==> src/rtl/paralelo_serial_tx_sync.sv <==
// paralelo_serial_tx_sync
//   Link-layer TX serializer. Turns WIDTH-bit parallel words into a 1-bit,
//   MSB-first stream clocked by clk_32f. After reset or after the link drops,
//   it sends at least COM_MIN comma symbols. Once the link is active, it sends
//   offered data words and fills the gaps with IDLE symbols.
//
// Ports:
//   clk_32f        in   serial bit clock; all state changes on its rising edge
//   default_values in   asynchronous active-high reset
//   active         in   link-up indication from RX alignment, sampled at boundaries
//   data_in        in   [WIDTH] parallel word to transmit
//   valid_in       in   data_in holds a valid word
//   ready_out      out  combinational; word accepted when ready_out && valid_in
//   data_out       out  serial bit (MSB of the shift register)
//   sym_start      out  high while the MSB of a symbol is on data_out
//   link_up        out  high while in the ACTIVE state
module paralelo_serial_tx_sync #(
    parameter int unsigned      WIDTH    = 8,
    parameter logic [WIDTH-1:0] COM_SYM  = 8'hBC,
    parameter logic [WIDTH-1:0] IDLE_SYM = 8'h7C,
    parameter int unsigned      COM_MIN  = 4
) (
    input  logic             clk_32f,
    input  logic             default_values,
    input  logic             active,
    input  logic [WIDTH-1:0] data_in,
    input  logic             valid_in,
    output logic             ready_out,
    output logic             data_out,
    output logic             sym_start,
    output logic             link_up
);

    localparam int unsigned CW = $clog2(COM_MIN + 1);
    localparam int unsigned BW = $clog2(WIDTH);
    localparam logic [BW-1:0] BIT_LAST = BW'(WIDTH - 1);
    localparam logic [CW-1:0] COM_DONE = CW'(COM_MIN);

    typedef enum logic {
        SYNC,
        ACTIVE
    } state_t;

    state_t           state, state_nxt;
    logic [CW-1:0]    com_cnt, com_cnt_nxt;
    logic [BW-1:0]    bit_cnt;
    logic [WIDTH-1:0] shreg, sym_nxt;
    logic             sym_start_q;
    logic             boundary;
    logic             com_done;

    assign boundary = (bit_cnt == BIT_LAST);
    assign com_done = (com_cnt == COM_DONE);

    // State register
    always_ff @(posedge clk_32f or posedge default_values) begin
        if (default_values) begin
            state   <= SYNC;
            com_cnt <= '0;
        end else begin
            state   <= state_nxt;
            com_cnt <= com_cnt_nxt;
        end
    end

    // Next-state and symbol selection; only boundary cycles change anything
    always_comb begin
        state_nxt   = state;
        com_cnt_nxt = com_cnt;
        sym_nxt     = valid_in ? data_in : IDLE_SYM;
        if (boundary) begin
            case (state)
                SYNC: begin
                    if (com_done && active) begin
                        state_nxt = ACTIVE;
                    end else begin
                        sym_nxt = COM_SYM;
                        if (!com_done) begin
                            com_cnt_nxt = com_cnt + CW'(1);
                        end
                    end
                end
                ACTIVE: begin
                    if (!active) begin
                        // Counter clears on the drop, but the COM loaded at this
                        // same boundary already counts toward the burst.
                        state_nxt   = SYNC;
                        com_cnt_nxt = CW'(1);
                        sym_nxt     = COM_SYM;
                    end
                end
                default: begin
                    state_nxt = SYNC;
                end
            endcase
        end
    end

    // Serial datapath: load at the boundary, otherwise shift left
    always_ff @(posedge clk_32f or posedge default_values) begin
        if (default_values) begin
            bit_cnt     <= BIT_LAST;
            shreg       <= '0;
            sym_start_q <= 1'b0;
        end else begin
            sym_start_q <= boundary;
            if (boundary) begin
                bit_cnt <= '0;
                shreg   <= sym_nxt;
            end else begin
                bit_cnt <= bit_cnt + BW'(1);
                shreg   <= {shreg[WIDTH-2:0], 1'b0};
            end
        end
    end

    // Outputs
    always_comb begin
        ready_out = active && boundary && ((state == ACTIVE) || com_done);
        data_out  = shreg[WIDTH-1];
        sym_start = sym_start_q;
        link_up   = (state == ACTIVE);
    end

endmodule

==> config.mk <==
export PLATFORM = sky130hd
export DESIGN_NAME = paralelo_serial_tx_sync
export DESIGN_NICKNAME = d
export VERILOG_FILES = /design/src/rtl/paralelo_serial_tx_sync.sv
export SDC_FILE = /design/constraint.sdc
export NUM_CORES = 1
export LEC_CHECK = 0
export BUFFER_PORTS_ARGS = -buffer_cell sky130_fd_sc_hd__buf_2
export CORE_MARGIN = 5
export CORE_UTILIZATION = 45
export CTS_CLUSTER_SIZE = 14
export DETAILED_ROUTE_END_ITERATION = 7
export GPL_ROUTABILITY_DRIVEN = 0
export PLACE_DENSITY = 0.69
export SYNTH_ARGS = -nofsm -noshare
export SYNTH_HDL_FRONTEND = slang
export SYNTH_SLANG_ARGS = --single-unit
export TNS_END_PERCENT = 5
==> constraint.sdc <==
create_clock -name clk_32f -period 2.8 [get_ports clk_32f]
set_input_delay 0 -clock clk_32f [delete_from_list [all_inputs] [get_ports clk_32f]]
set_output_delay 0 -clock clk_32f [all_outputs]
set_load 0.05 [all_outputs]
Yosys cells after proc, flatten, opt, wreduce, memory -nomap -nowiden
Index checks and enable logic that the tools add are counted.

storage, ports and cells
  register bits after elaboration = 16
  latch bits = 0
  RAM bits = 0
  ROM bits = 0
  input port bits = 12
  output and inout port bits = 4
  word-level logic and storage cells = 31
  memories kept = 0

operators by class
  add/subtract/negate cells = 2
  multipliers = 0
  div/mod/pow operators = 0
  order comparisons = 0
  equality and inequality tests = 5
  shift-type cells = 0
  muxes and demuxes = 13
  bitwise logic cells = 1
  reductions and logical operators = 5

operators with widths
  kind                                                            count
  8-bit two-way mux                                               4
  8-bit one-hot mux with 2 select lines                           1
  3-bit two-way mux                                               4
  3-bit by 1-bit adder with 3-bit output (second input constant)  2
  3-bit equality test (second input constant)                     2
  2-bit != test (second input constant)                           3
  3-bit one-hot mux with 2 select lines                           1
  4-bit AND reduction                                             1
  1-bit logical AND                                               3
  1-bit two-way mux                                               2
  1-bit one-hot mux with 2 select lines                           1
  1-bit logical OR                                                1
  1-bit inverter                                                  1

Depth between registers and ports, before layout
  word-level depth = 5
  mapped depth = 6
  mapped depth without buffers = 5

Worst setup path after synthesis
Ideal clock, no wire load.

  kind = flip-flop to flip-flop
  from = reg state, in the netlist link_up
  to = reg shreg[1]
  setup time = 122 ps
  arrival time = 1379 ps
  data required time = 2678 ps
  path slack = 1299 ps
  stages on the path, launching flop included = 4
  buffers on the path = 1
  period minus slack after synthesis = 1501 ps
  path through = dfrtp_1 > buf_2 > o211a_4 > a32o_1

on the way
  longest elaborated chain between the ends = 3

ends and longest elaborated chain
  what                                     line  text
  start, declared                          44    state_t state, state_nxt;
  start signal, assigned                   61    state <= state_nxt;
  1-bit inverter                           --
  8-bit one-hot mux with 2 select lines *  72    case (state)
  8-bit two-way mux *                      107   if (boundary) begin
  end signal, assigned                     109   shreg <= sym_nxt;
  end signal, assigned                     112   shreg <= {shreg[WIDTH-2:0], 1'b0};
  end, declared                            47    logic [WIDTH-1:0] shreg, sym_nxt;

Mark *: on every way between the ends. The rest lies on a longest branch, timed or not.
A chain may end at the register's enable or synchronous reset.

Worst setup path after layout
  from = reg bit_cnt[0]
  to = out ready_out

on the way
  longest elaborated chain between the ends = 3

ends and longest elaborated chain
  what                             line  text
  start, declared                  46    logic [BW-1:0] bit_cnt;
  start signal, assigned           111   bit_cnt <= bit_cnt + BW'(1);
  3-bit equality test              52    assign boundary = (bit_cnt == BIT_LAST);
  named net boundary               49    logic boundary;
  1-bit logical AND (2 in series)  119   ready_out = active && boundary && ((state == ACTIVE) || com_done);
  end, declared                    28    output logic ready_out,

The timed path passes the listed nets, and every way through them passes these cells.

==> metrics.yaml <==
cts_tree: "done"
vias_per_cell: 5.17
grt_max_degree: 17
synthTopCellsByArea: "dfrtp_1, dfstp_2, ha_1, o22a_1, a21oi_1"
fill_cells: 130
drv_slew: 0
power_density_nw_per_um2: 428
path_class: "flip-flop to output pin"
clock_sinks: 16
drv_cap: 0
outcome: "finished clean"
synthDominantCellAreaShare_pct: 47.4
cts_buffer_depth: 2
h-tree-depth: 1
rsz0062_at_grt: "no"
pin_count: 16
grt-ovfl-total: 0
numPlacedInstances: 82
most-common-layout-cells: "buf_2, dfrtp_1, dlygate4sd3_1"
finalCriticalPeriod_ps: 1890
worst_pin_slew_ps: 607
fin_tns_setup_ps: 0
max_stage_delay_ps: 540
drt-total-wl_mm: 1.24
startpoint_type: "flip-flop"
avgSynthCellArea_um2: 12.9
layout.cells.non_filler: 95
fin_util_pct: 60.1
first_pass_iters: 4
cpMostUsedCell: "ha_1"
grtUsageTotal_pct: 12.0
dp_slack_ps: 1010
crit_path_top_delay_cell: "dfstp_2"
cts_buffers: 3
hold_depth: 3
synth_nets: 69
core_area_um2: 1470
power.leakage_nw: 0.440
grt_pass1_vias: 509
synth_cell_type_count: 24
cts-root-buf: "clkbuf_4"
die_h_um: 49.0
diodes: 0
drive_above_1_share_pct: 34.2
yosysSeqAreaShare_pct: 58.9
yosys_warnings: 0
antenna_found_initial: 0
required_ps: 2800
drc: 0
cp.arrival_ps: 1890
synthesis.area_um2: 686
cp_max_fo: 13
synthCells: 53
nNetsFinal: 96
wl_per_cell_um: 13.0
path_clk_slew_ps: 100
finalSetupViolations: 0
port_buffers: 15
vias: 491
rows: 14
clock_latency_ps: 280
drtAntennaViolNets: 0
hold_viol: 0
slew_headroom_pct: 59.5
end_kind: "output pin"
first_iter_violations: 3
fmax_ghz: 0.528
dieWidth_um: 49.0
area_growth_pct: 29.0
grt_pass1_wl_mm: 2.28
fin_crit_sh_pct: 67.7
path_cells: "ha_1, ha_1, o211a_4, buf_2"
layout_commonest_cell: "buf_2"
irDropWorstVdd_mv: 0.322
setup_ws_ps: 906
die_area_um2: 2400
initial_core_util_pct: 46.6
ys_seq_elements: 16
yosysTopAreaCell: "dfrtp_1"
hold_class: "input pin to flip-flop"
finalClockSkew_ps: 13.6
r2r_cells: 5
[stage by stage]
step / hold slack (ps) / total power, mW / instance area [um2]
5_1_grt: 5.87 / 0.400 / 885
2_1_floorplan: -88.4 / 0.240 / 686
6_report: 9.18 / 0.378 / 885
3_5_place_dp: 97.1 / 0.250 / 768
4_1_cts: 6.82 / 0.381 / 885
3_3_place_gp: 86.9 / 0.250 / 768
[worst max-delay path: cells and delay by family (launching register included)]
kind / cells / cell delay (ps)
flops: 1 / 540
compound gates: 1 / 270
buf+inv: 1 / 270
fa+ha+maj: 2 / 550
[power by group]
group | switching [mW] | internal [mW]
sequential | 0 | 0.231
clock | 0.0682 | 0.0552
combinational | 0.00940 | 0.0144
total | 0.0776 | 0.301
[layer usage]
metal	track usage, %	up-vias	part of all wire (%)
li1	-	244	-
met1	15.5	232	44
met2	19.1	13	50
met3	2.45	2	4.4
met4	5.38	0	1.2
met5	0	-	0
[synthesized netlist by cell type, drive strengths merged]
| library cell | count |
|---|---|
| dfrtp | 13 |
| o22a | 5 |
| a21oi | 4 |
| ha | 4 |
| inv | 4 |
| dfstp | 3 |
| nor2 | 3 |
| buf | 2 |
| a21boi | 1 |
| a21o | 1 |
| a22o | 1 |
| a22oi | 1 |
| a32o | 1 |
| a41o | 1 |
| and2 | 1 |
| and3 | 1 |
| mux2i | 1 |
| nand2 | 1 |
| nand2b | 1 |
| o2111ai | 1 |
| o211a | 1 |
| o21ai | 1 |
| o22ai | 1 |
[kinds of logic after synthesis]
kind of cell | Yosys count | share of synthesized area (%)
AOI/OAI and AO/OA | 19 | 22.8
DFF | 16 | 58.9
and+or+nand+nor | 7 | 5.48
buffers and inverters | 6 | 4.01
adders and majority gates | 4 | 7.30
muxes | 1 | 1.46
[flip-flops by register name (all words and copies together), names as in the netlist]
| name | flops |
|---|---|
| bit_cnt | 3 |
| com_cnt | 3 |
| link_up | 1 |
| shreg | 8 |
| sym_start | 1 |
[area by class of cell]
cell class              instances  area [um2]  area share [%]
well taps                      16        20.0            2.26
flip-flops and latches         16         404            45.7
repair buffers                 24         165            18.7
multi-input cells              31         254            28.7
inverters                       4        15.0            1.70
clock buffers                   4        26.3            2.97
[final timing paths]
kind / end / from / slack [ps]
worst max-delay path: ready_out / bit_cnt[0] / 910
worst min-delay path: shreg[6] / data_in[6] / 9
worst max register to register: com_cnt[0] / bit_cnt[0] / 1030
worst min register to register: shreg[1] / shreg[0] / 470
max in group asynchronous: com_cnt[2] / default_values / 2070
min in group asynchronous: shreg[5] / default_values / 320
[what timing repair did]
item,in CTS,in global routing
hold endpoints to repair,20,0
hold buffers,9,0
gates resized for setup,0,0
buffers inserted,0,0
Note: power is estimated with default switching activity, not from simulation.
